**src/rtl/imem_loader.sv**
```systemverilog
// -----------------------------------------------------------------------------
// imem_loader
//
// Fills the instruction memory before the single-cycle core starts fetching.
// A length-prefixed byte stream arrives over a valid/ready handshake:
//   N_lo, N_hi, then 4*N instruction bytes, least-significant byte first.
// Bytes are packed into little-endian 32-bit words. Each word goes to the
// next instruction-memory word address. The core is held in reset for the
// whole load. When the load finishes, the core's reset is released and a
// one-cycle start pulse launches fetch.
//
// Parameters
//   ADDR_W        instruction-memory word-address width (2**ADDR_W words)
//
// Ports
//   clk           system clock, rising-edge active
//   reset         synchronous, active-high reset
//   load_req      begin a new load (honoured in IDLE, DONE and ERR only)
//   rx_valid      byte source presents a byte on rx_data
//   rx_data       stream byte
//   rx_ready      loader takes the byte this cycle (HDR0, HDR1, DATA)
//   imem_we       instruction-memory write strobe (WRITE state)
//   imem_addr     word address of the write
//   imem_wdata    assembled instruction word
//   core_reset    reset hold for the core, low only in DONE
//   start         one-cycle pulse on the first DONE cycle
//   busy          high in HDR0, HDR1, DATA, WRITE
//   done          high in DONE
//   error         high in ERR (word count exceeds memory capacity)
//   words_loaded  words written in the current load
//
// Every output is either a register or a decode of the state register, so
// there is no combinational path from any input to any output.
// -----------------------------------------------------------------------------
module imem_loader #(
    parameter int ADDR_W = 8
) (
    input  logic              clk,
    input  logic              reset,
    input  logic              load_req,
    input  logic              rx_valid,
    input  logic [7:0]        rx_data,
    output logic              rx_ready,
    output logic              imem_we,
    output logic [ADDR_W-1:0] imem_addr,
    output logic [31:0]       imem_wdata,
    output logic              core_reset,
    output logic              start,
    output logic              busy,
    output logic              done,
    output logic              error,
    output logic [ADDR_W:0]   words_loaded
);

    typedef enum logic [2:0] {
        S_IDLE  = 3'd0,
        S_HDR0  = 3'd1,
        S_HDR1  = 3'd2,
        S_DATA  = 3'd3,
        S_WRITE = 3'd4,
        S_DONE  = 3'd5,
        S_ERR   = 3'd6
    } state_e;

    // Memory capacity in words, widened so that a 16-bit N can be compared
    // against it without overflow for any ADDR_W up to 16.
    localparam logic [16:0] CAPACITY = 17'd1 << ADDR_W;

    state_e            state_q, state_d;
    logic [15:0]       n_q, n_d;
    logic [1:0]        byte_cnt_q, byte_cnt_d;
    logic [ADDR_W-1:0] addr_q, addr_d;
    logic [31:0]       wdata_q, wdata_d;
    logic [ADDR_W:0]   words_q, words_d;
    logic              start_q, start_d;

    logic              accept;
    logic              load_start;
    logic [15:0]       n_full;
    logic              n_too_big;
    logic              last_word;

    // A byte moves only when the source offers it and the state decode says
    // the loader is listening.
    assign accept = rx_valid && rx_ready;

    // A new load may only begin from a resting state.
    assign load_start = load_req &&
                        ((state_q == S_IDLE) || (state_q == S_DONE) || (state_q == S_ERR));

    // Full word count as it will be once the high header byte is captured.
    assign n_full    = {rx_data, n_q[7:0]};
    assign n_too_big = ({1'b0, n_full} > CAPACITY);

    // True while writing the final word of this load.
    assign last_word = ((17'(words_q) + 17'd1) == {1'b0, n_q});

    // -------------------------------------------------------------------------
    // State register and datapath registers
    // -------------------------------------------------------------------------
    // NOTE: reset is synchronous here, so it lives inside the clocked branch
    // and is not in the sensitivity list.
    always_ff @(posedge clk) begin
        if (reset) begin
            // NOTE: non-blocking assignments keep every register sampling the
            // pre-edge values, independent of statement order.
            state_q    <= S_IDLE;
            n_q        <= '0;
            byte_cnt_q <= '0;
            addr_q     <= '0;
            wdata_q    <= '0;
            words_q    <= '0;
            start_q    <= 1'b0;
        end else begin
            state_q    <= state_d;
            n_q        <= n_d;
            byte_cnt_q <= byte_cnt_d;
            addr_q     <= addr_d;
            wdata_q    <= wdata_d;
            words_q    <= words_d;
            start_q    <= start_d;
        end
    end

    // -------------------------------------------------------------------------
    // Next-state logic
    // -------------------------------------------------------------------------
    always_comb begin
        // NOTE: assigning a default before the case keeps every path driven,
        // which prevents latch inference.
        state_d = state_q;
        case (state_q)
            S_IDLE: begin
                if (load_req) state_d = S_HDR0;
            end
            S_HDR0: begin
                if (accept) state_d = S_HDR1;
            end
            S_HDR1: begin
                if (accept) begin
                    if (n_full == 16'd0) state_d = S_DONE;
                    else if (n_too_big)  state_d = S_ERR;
                    else                 state_d = S_DATA;
                end
            end
            S_DATA: begin
                if (accept && (byte_cnt_q == 2'd3)) state_d = S_WRITE;
            end
            S_WRITE: begin
                state_d = last_word ? S_DONE : S_DATA;
            end
            S_DONE, S_ERR: begin
                if (load_req) state_d = S_HDR0;
            end
            default: state_d = S_IDLE;
        endcase
    end

    // -------------------------------------------------------------------------
    // Datapath next-state logic
    // -------------------------------------------------------------------------
    always_comb begin
        n_d        = n_q;
        byte_cnt_d = byte_cnt_q;
        addr_d     = addr_q;
        wdata_d    = wdata_q;
        words_d    = words_q;

        // start is high for the first cycle spent in DONE only.
        start_d = (state_d == S_DONE) && (state_q != S_DONE);

        if (load_start) begin
            n_d        = '0;
            byte_cnt_d = '0;
            words_d    = '0;
            addr_d     = '0;
        end

        case (state_q)
            S_HDR0: begin
                if (accept) n_d[7:0] = rx_data;
            end
            S_HDR1: begin
                if (accept) n_d[15:8] = rx_data;
            end
            S_DATA: begin
                if (accept) begin
                    // Little-endian packing: the byte count is the lane index.
                    wdata_d[{byte_cnt_q, 3'b000} +: 8] = rx_data;
                    byte_cnt_d = byte_cnt_q + 2'd1;
                end
            end
            S_WRITE: begin
                words_d = words_q + (ADDR_W+1)'(1);
                // Holding the address on the final word keeps a full-capacity
                // load from wrapping imem_addr back to 0.
                if (!last_word) addr_d = addr_q + ADDR_W'(1);
            end
            default: ;
        endcase
    end

    // -------------------------------------------------------------------------
    // Output decode (state register only)
    // -------------------------------------------------------------------------
    always_comb begin
        rx_ready   = 1'b0;
        imem_we    = 1'b0;
        core_reset = 1'b1;
        busy       = 1'b0;
        done       = 1'b0;
        error      = 1'b0;
        case (state_q)
            S_HDR0, S_HDR1, S_DATA: begin
                rx_ready = 1'b1;
                busy     = 1'b1;
            end
            S_WRITE: begin
                imem_we = 1'b1;
                busy    = 1'b1;
            end
            S_DONE: begin
                core_reset = 1'b0;
                done       = 1'b1;
            end
            S_ERR: begin
                error = 1'b1;
            end
            default: ;
        endcase
    end

    assign imem_addr    = addr_q;
    assign imem_wdata   = wdata_q;
    assign words_loaded = words_q;
    assign start        = start_q;

endmodule
```
**config.mk**
```make
export PLATFORM = sky130hd
export DESIGN_NAME = imem_loader
export DESIGN_NICKNAME = d
export VERILOG_FILES = /design/src/rtl/imem_loader.sv
export SDC_FILE = /design/constraint.sdc
export NUM_CORES = 1
export LEC_CHECK = 0
export CORE_MARGIN = 8
export CORE_UTILIZATION = 35
export DETAILED_ROUTE_END_ITERATION = 10
export PLACE_DENSITY_LB_ADDON = 0.05
export REMOVE_ABC_BUFFERS = 1
export SYNTH_ARGS = -nofsm -noshare
export SYNTH_HDL_FRONTEND = slang
export SYNTH_SLANG_ARGS = --single-unit
```
**constraint.sdc**
```tcl
create_clock -name clk -period 2 [get_ports clk]
set_input_delay 0.5 -clock clk [delete_from_list [all_inputs] [get_ports clk]]
set_output_delay 0.5 -clock clk [all_outputs]
set_load 0.05 [all_outputs]
```
==> impl_metrics.json, run 1 <==
{
  "status": "complete, but fails checks",
  "violations": "setup timing",
  "row_count": 37,
  "hold_class": "reg2reg",
  "synth-edff-count": 0,
  "path_buf_inv": 3,
  "antenna_left": 0,
  "die_w_um": 118.7,
  "hold_start": "imem_wdata[7]$_SDFFE_PP0P_",
  "critPathMaxFanout": 6,
  "ys_async_sr_fraction_pct": 0,
  "clock_skew_ns": 0.009033,
  "cp.required_ns": 2.22,
  "syn_inst": 464,
  "period_needed_ns": 2.167,
  "finalNetCount": 615,
  "grtUsageTotal_pct": 16.21,
  "cap_viol_max_count": 0,
  "path_clk_slew_ns": 0.08,
  "power_density_nw_per_um2": 565.4,
  "min_to": "imem_wdata[7]$_SDFFE_PP0P_",
  "initial_core_util_pct": 35.93,
  "max_stage_delay_ns": 0.38,
  "fin_area_um2": 5266,
  "wl_met1_um": 5171,
  "startpoint_type": "register",
  "cts_tree": "done",
  "relSlewSlack_pct": 67.44,
  "wl_met3_um": 475,
  "hold_violations": 0,
  "critPathSlowestCell": "dfxtp_4",
  "p_leak_nw": 2.110,
  "worst_slack_ns": -0.1669,
  "cp_common_cell": "buf_6",
  "top_layer_used": "met4",
  "arrival_ns": 2.38,
  "place_congestion": 0.8213,
  "antenna_found_initial": 0,
  "rsz0062_at_grt": "yes",
  "reg2reg_depth": 9,
  "areaGrowthSynthToFinish_pct": 42.63,
  "grt_max_degree": 35,
  "cts-hold-fix-buffers": 0,
  "syn-cell-area_um2": 3692,
  "fmax_mhz": 461.5,
  "vias": 3742,
  "dieArea_um2": 14090,
  "ys_seq_elements": 71,
  "hpwl_um": 8537,
  "min_path_cells": 2,
  "clock-root-buffer": "clkbuf_8",
  "syn_avg_cell_area_um2": 7.958,
  "ys_warn_count": 0,
  "grt_pass1_wl_um": 18880,
  "r2r_slack_ns": -0.17,
  "seq_area_um2": 1433,
  "tightest_slew_ns": 0.4903,
  "clock_latency_ns": 0.34,
  "instances_no_fill": 736,
  "dp.cells": 710,
  "fp.dieH_um": 118.7,
  "route.met2.wl_um": 5699,
  "worstReg2RegEnd": "imem_addr[5]$_SDFF_PP0_",
  "synthDistinctLibCells": 66,
  "drt-initial-drc-count": 288,
  "ios": 68,
  "viasPerCell": 5.084,
  "layout_commonest_cell": "buf_4",
  "portBuffers": 67,
  "grt_pass1_vias": 3784,
  "wirelength_um": 11460,
  "multiInputGateArea_um2": 2152,
  "final_layout_size_suffix_gt1_share_pct": 32.83,
  "dpl-instance-area_um2": 4885,
  "timing.rr.start": "words_loaded[1]$_SDFFE_PP0P_",
  "utilization_pct": 51.24,
  "drc": 0,
  "wl_per_cell_um": 15.57,
  "path_cells": "buf_6, nand4_4, or3_4, a222oi_1, buf_4, o2111ai_4, buf_6, nand3b_1, a311oi_2",
  "drv_slew": 0,
  "min_period_over_period_pct": 108.3,
  "endpoint_kind": "register",
  "setup_viol": 11,
  "seq_area_frac_synth_pct": 38.50,
  "synth_ff_type": "dfxtp_1",
  "mostFrequentLayoutCells": "buf_4 (124), dfxtp_1 (66), nand2_1 (65)",
  "clock_sinks": 71,
  "preCtsSetupSlack_ns": -0.6220,
  "fill_cells": 1042,
  "htree_levels": 3,
  "worstSetupPathType": "reg2reg",
  "grt_remaining_overflow": 0,
  "critPathTopFamily": "compound AO/OA/AOI/OAI gates",
  "ir_drop_uv": 327.9,
  "clockBufferDepth": 2,
  "cts_made_buffers": 9,
  "n_antenna_cell": 0,
  "fp.coreArea_um2": 10280,
  "drt_first_pass_iters": 4
}
## how the worst max path moves through the flow
stage | start | to | slack (ns) | cells after the start
3_5_place_dp | rx_data[1] | start$_SDFF_PP0_ | -0.62 | 6
3_3_place_gp | rx_data[1] | start$_SDFF_PP0_ | -0.50 | 6
2_1_floorplan | words_loaded[0]$_SDFFE_PP0P_ | imem_addr[5]$_SDFF_PP0_ | -0.59 | 7
5_1_grt | words_loaded[1]$_SDFFE_PP0P_ | imem_addr[0]$_SDFF_PP0_ | -0.30 | 9
6_report | words_loaded[1]$_SDFFE_PP0P_ | imem_addr[5]$_SDFF_PP0_ | -0.17 | 9
4_1_cts | words_loaded[1]$_SDFFE_PP0P_ | start$_SDFF_PP0_ | -0.11 | 8
## metrics by stage
stage               hold slack (ns)  setup TNS (ns)  total power, mW
floorplan                    0.4415          -5.630            1.696
global route                 0.4736          -2.899            3.134
detailed placement           0.4449          -11.10            1.952
global placement             0.4449          -10.94            1.949
finish                       0.4545          -1.322            2.977
CTS                          0.4582         -0.6894            3.023
## sequential cells by signal, indices dropped and copies added, names as in the netlist
name          flops
imem_addr         8
start             1
words_loaded      9
imem_wdata       32
state_q           3
byte_cnt_q        2
n_q              16
## where the power goes
group | internal (mW) | switching, mW | total [mW]
registers | 1.43 | 0.0195 | 1.45
clock network | 0.477 | 0.555 | 1.03
logic | 0.216 | 0.280 | 0.497
total | 2.12 | 0.855 | 2.98
## cell type report
| class | count | area share (%) |
|---|---|---|
| clock inverters | 5 | 0.6652 |
| repair buffers | 152 | 24.78 |
| clock buffers | 10 | 2.613 |
| inverters | 9 | 0.6415 |
| well taps | 136 | 3.231 |
| flip-flops and latches | 71 | 27.20 |
| multi-input cells | 353 | 40.86 |
## cells by family (layout without fill, tap and decap cells)
| group | count (synthesis) | after routing | synth area share, % |
|---|---|---|---|
| simple gates | 218 | 218 | 30.40 |
| mux | 1 | 1 | 0.2711 |
| compound gates | 116 | 116 | 19.89 |
| xor+xnor | 11 | 11 | 2.609 |
| fa+ha+maj | 7 | 7 | 2.372 |
| flops | 71 | 71 | 38.50 |
| buf+inv | 40 | 176 | 5.964 |
## cells in the mapped netlist (4+ instances only)
cell | instances | area (µm²)
nor4_1 | 5 | 31.28
ha_1 | 7 | 87.58
nand3_1 | 57 | 285.3
nor3_1 | 7 | 35.03
inv_1 | 9 | 33.78
nor2_1 | 25 | 93.84
buf_6 | 4 | 45.04
nand2b_1 | 11 | 68.82
xor2_1 | 8 | 70.07
dfxtp_1 | 71 | 1421
clkbuf_1 | 17 | 63.81
and2_1 | 10 | 62.56
nand3b_1 | 6 | 45.04
o21ai_0 | 13 | 65.06
a21oi_1 | 64 | 320.3
or3_1 | 4 | 25.02
a31oi_1 | 6 | 37.54
nand4_1 | 6 | 37.54
and3_1 | 4 | 25.02
nand2_1 | 66 | 247.7
## tightest hold or removal path: stages, from the launching register on
cell     delay (ns)
dfxtp_1        0.32
nand2_1        0.05
a21oi_1        0.05
## routing by layer
layer	global-route usage, %	up-vias
li1	-	1919
met1	19.22	1737
met2	28.01	75
met3	4.474	11
met4	4.585	0
met5	0	-
## timing repair
action | 4_1_cts | 5_1_grt
setup endpoints to repair | 13 | 20
endpoints found under the hold margin | 0 | 0
resized for setup | 21 | 15
setup buffers | 6 | 4
pin swaps | 16 | 7
gates cloned | 1 | 0
Note: power is estimated with default switching activity, not from simulation.
==> run 2: changes to the inputs <==
--- a/config.mk
+++ b/config.mk
@@ -10,6 +10,7 @@
 export DETAILED_ROUTE_END_ITERATION = 10
 export PLACE_DENSITY_LB_ADDON = 0.05
 export REMOVE_ABC_BUFFERS = 1
+export SETUP_SLACK_MARGIN = 0.1
 export SYNTH_ARGS = -nofsm -noshare
 export SYNTH_HDL_FRONTEND = slang
 export SYNTH_SLANG_ARGS = --single-unit
==> run 2 against run 1 <==
Sequential cell count unchanged. Count of clock-buffer cells in the layout unchanged. The run still ends with setup timing left. Wire length increased by 0.37%. Register-to-register slack about the same. Highest routed layer unchanged. Setup slack improved by 0.014 ns. First-iteration DRC count decreased by 17%. Maximum frequency increased by 0.67%. Utilization increased by 0.19 points. Largest cell class unchanged.
==> impl_metrics.json, run 2 (synthesis results as in run 1) <==
{
  "status": "complete, but fails checks",
  "violations": "setup timing",
  "grt_pass1_wl_um": 18950,
  "final_layout_size_suffix_gt1_share_pct": 34.06,
  "min_path_cells": 2,
  "htree_levels": 3,
  "row_count": 37,
  "critPathTopFamily": "compound AO/OA/AOI/OAI gates",
  "met3_usage_pct": 4.474,
  "antenna_found_initial": 0,
  "fp.coreArea_um2": 10280,
  "cp_common_cell": "buf_6",
  "clock-root-buffer": "clkbuf_8",
  "relSlewSlack_pct": 67.44,
  "whs_ns": 0.4545,
  "endpoint_kind": "register",
  "hold_start": "imem_wdata[7]$_SDFFE_PP0P_",
  "preCtsSetupSlack_ns": -0.6220,
  "hold_class": "reg2reg",
  "wl_per_cell_um": 15.65,
  "tightest_slew_ns": 0.4903,
  "cp.required_ns": 2.22,
  "path_buf_inv": 3,
  "power_density_nw_per_um2": 564.8,
  "grtUsageMet1_pct": 19.22,
  "clock_latency_ns": 0.34,
  "ios": 68,
  "n_antenna_cell": 0,
  "reg2reg_depth": 9,
  "clock_skew_ns": 0.009408,
  "r2r_slack_ns": -0.15,
  "clockBufferDepth": 2,
  "die_w_um": 118.7,
  "path_clk_slew_ns": 0.08,
  "wirelength_um": 11500,
  "max_stage_delay_ns": 0.38,
  "worstSetupPathType": "reg2reg",
  "mostFrequentLayoutCells": "buf_4 (122), nand2_1 (65), dfxtp_1 (65)",
  "ir_drop_uv": 328.4,
  "fmax_mhz": 464.6,
  "dieArea_um2": 14090,
  "grt_pass1_vias": 3790,
  "hold_violations": 0,
  "initial_core_util_pct": 35.93,
  "worstReg2RegEnd": "imem_addr[5]$_SDFF_PP0_",
  "grtUsageTotal_pct": 16.27,
  "startpoint_type": "register",
  "period_needed_ns": 2.153,
  "place_congestion": 0.8213,
  "cts_tree": "done",
  "hpwl_um": 8537,
  "drv_slew": 0,
  "cap_viol_max_count": 0,
  "clock_sinks": 71,
  "vias": 3758,
  "timing.rr.start": "words_loaded[1]$_SDFFE_PP0P_",
  "critPathSlowestCell": "dfxtp_4",
  "arrival_ns": 2.37,
  "drc": 0,
  "worst_slack_ns": -0.1526,
  "min_to": "imem_wdata[7]$_SDFFE_PP0P_",
  "rsz0062_at_grt": "yes",
  "grt_remaining_overflow": 0,
  "layout_commonest_cell": "buf_4",
  "finalNetCount": 614,
  "cts_made_buffers": 9,
  "grt_max_degree": 35,
  "areaGrowthSynthToFinish_pct": 43.17,
  "use_met2_pct": 28.33,
  "viasPerCell": 5.113,
  "path_cells": "buf_6, nand4_4, or3_4, a222oi_1, buf_4, o2111ai_4, buf_6, nand3b_1, a311oi_2",
  "portBuffers": 67,
  "drt-initial-drc-count": 238,
  "min_period_over_period_pct": 107.6,
  "drt_first_pass_iters": 5,
  "fp.dieH_um": 118.7,
  "antenna_left": 0,
  "p_leak_nw": 2.113,
  "critPathMaxFanout": 6,
  "setup_viol": 11,
  "largest_reg_flops": 32,
  "top_usage_layer": "met2"
}
## run 2: stage by stage
step | util, % | TNS (ns) | total power [mW] | cells | cell area (µm²)
global route | 51.44 | -2.899 | 3.142 | 735 | 5286
finish | 51.44 | -1.195 | 2.986 | 735 | 5286
detailed placement | 47.53 | -11.10 | 1.952 | 710 | 4885
CTS | 50.57 | -0.6894 | 3.030 | 733 | 5197
global placement | 47.53 | -10.94 | 1.949 | 710 | 4885
floorplan | - | -5.630 | 1.696 | 433 | 3506
## run 2: metal layers
metal,up-vias,share of wire (%)
met3,11,4.0
met1,1760,45
li1,1916,-
met4,0,1.0
met5,-,0
met2,71,50
## run 2: cell type report
cell class / count / area (µm²)
Clock buffer: 10 / 137.6
Clock inverter: 5 / 35.03
Fill cell: 1043 / 4991
Inverter: 9 / 33.78
Multi-Input combinational cell: 353 / 2175
Sequential cell: 71 / 1434
Tap cell: 136 / 170.2
Timing Repair Buffer: 151 / 1301
## run 2: what timing repair did
action,4_1_cts,5_1_grt
hold buffers,0,0
resized for setup,27,20
pin swaps,16,8
hold endpoints to repair,0,0
gates cloned,1,0
buffers inserted,7,2
setup endpoints to repair,15,45
## run 2: worst max path at each step
stage                                            start  cells past startpoint                 endpoint
after floorplan           words_loaded[0]$_SDFFE_PP0P_                      7  imem_addr[5]$_SDFF_PP0_
after CTS                 words_loaded[1]$_SDFFE_PP0P_                      8         start$_SDFF_PP0_
after global placement                      rx_data[1]                      6         start$_SDFF_PP0_
final                     words_loaded[1]$_SDFFE_PP0P_                      9  imem_addr[5]$_SDFF_PP0_
after global routing      words_loaded[1]$_SDFFE_PP0P_                      9  imem_addr[0]$_SDFF_PP0_
after detailed placement                    rx_data[1]                      6         start$_SDFF_PP0_
## run 2: report_power, final
group          switching, mW  internal [mW]
clock                  0.555          0.477
combinational          0.283          0.221
sequential            0.0205           1.43
## run 2: worst min-delay path, cell delays in order, from the launching register on
cell	delay, ns
dfxtp_1	0.32
nand2_1	0.05
a21oi_1	0.05
==> run 3: changes to the inputs <==
--- a/config.mk
+++ b/config.mk
@@ -8,6 +8,7 @@
 export CORE_MARGIN = 8
 export CORE_UTILIZATION = 35
 export DETAILED_ROUTE_END_ITERATION = 10
+export HOLD_SLACK_MARGIN = 0.1
 export PLACE_DENSITY_LB_ADDON = 0.05
 export REMOVE_ABC_BUFFERS = 1
 export SETUP_SLACK_MARGIN = 0.1
==> results of run 3 <==
Final layout, timing and power as in run 2 (identical DEF).
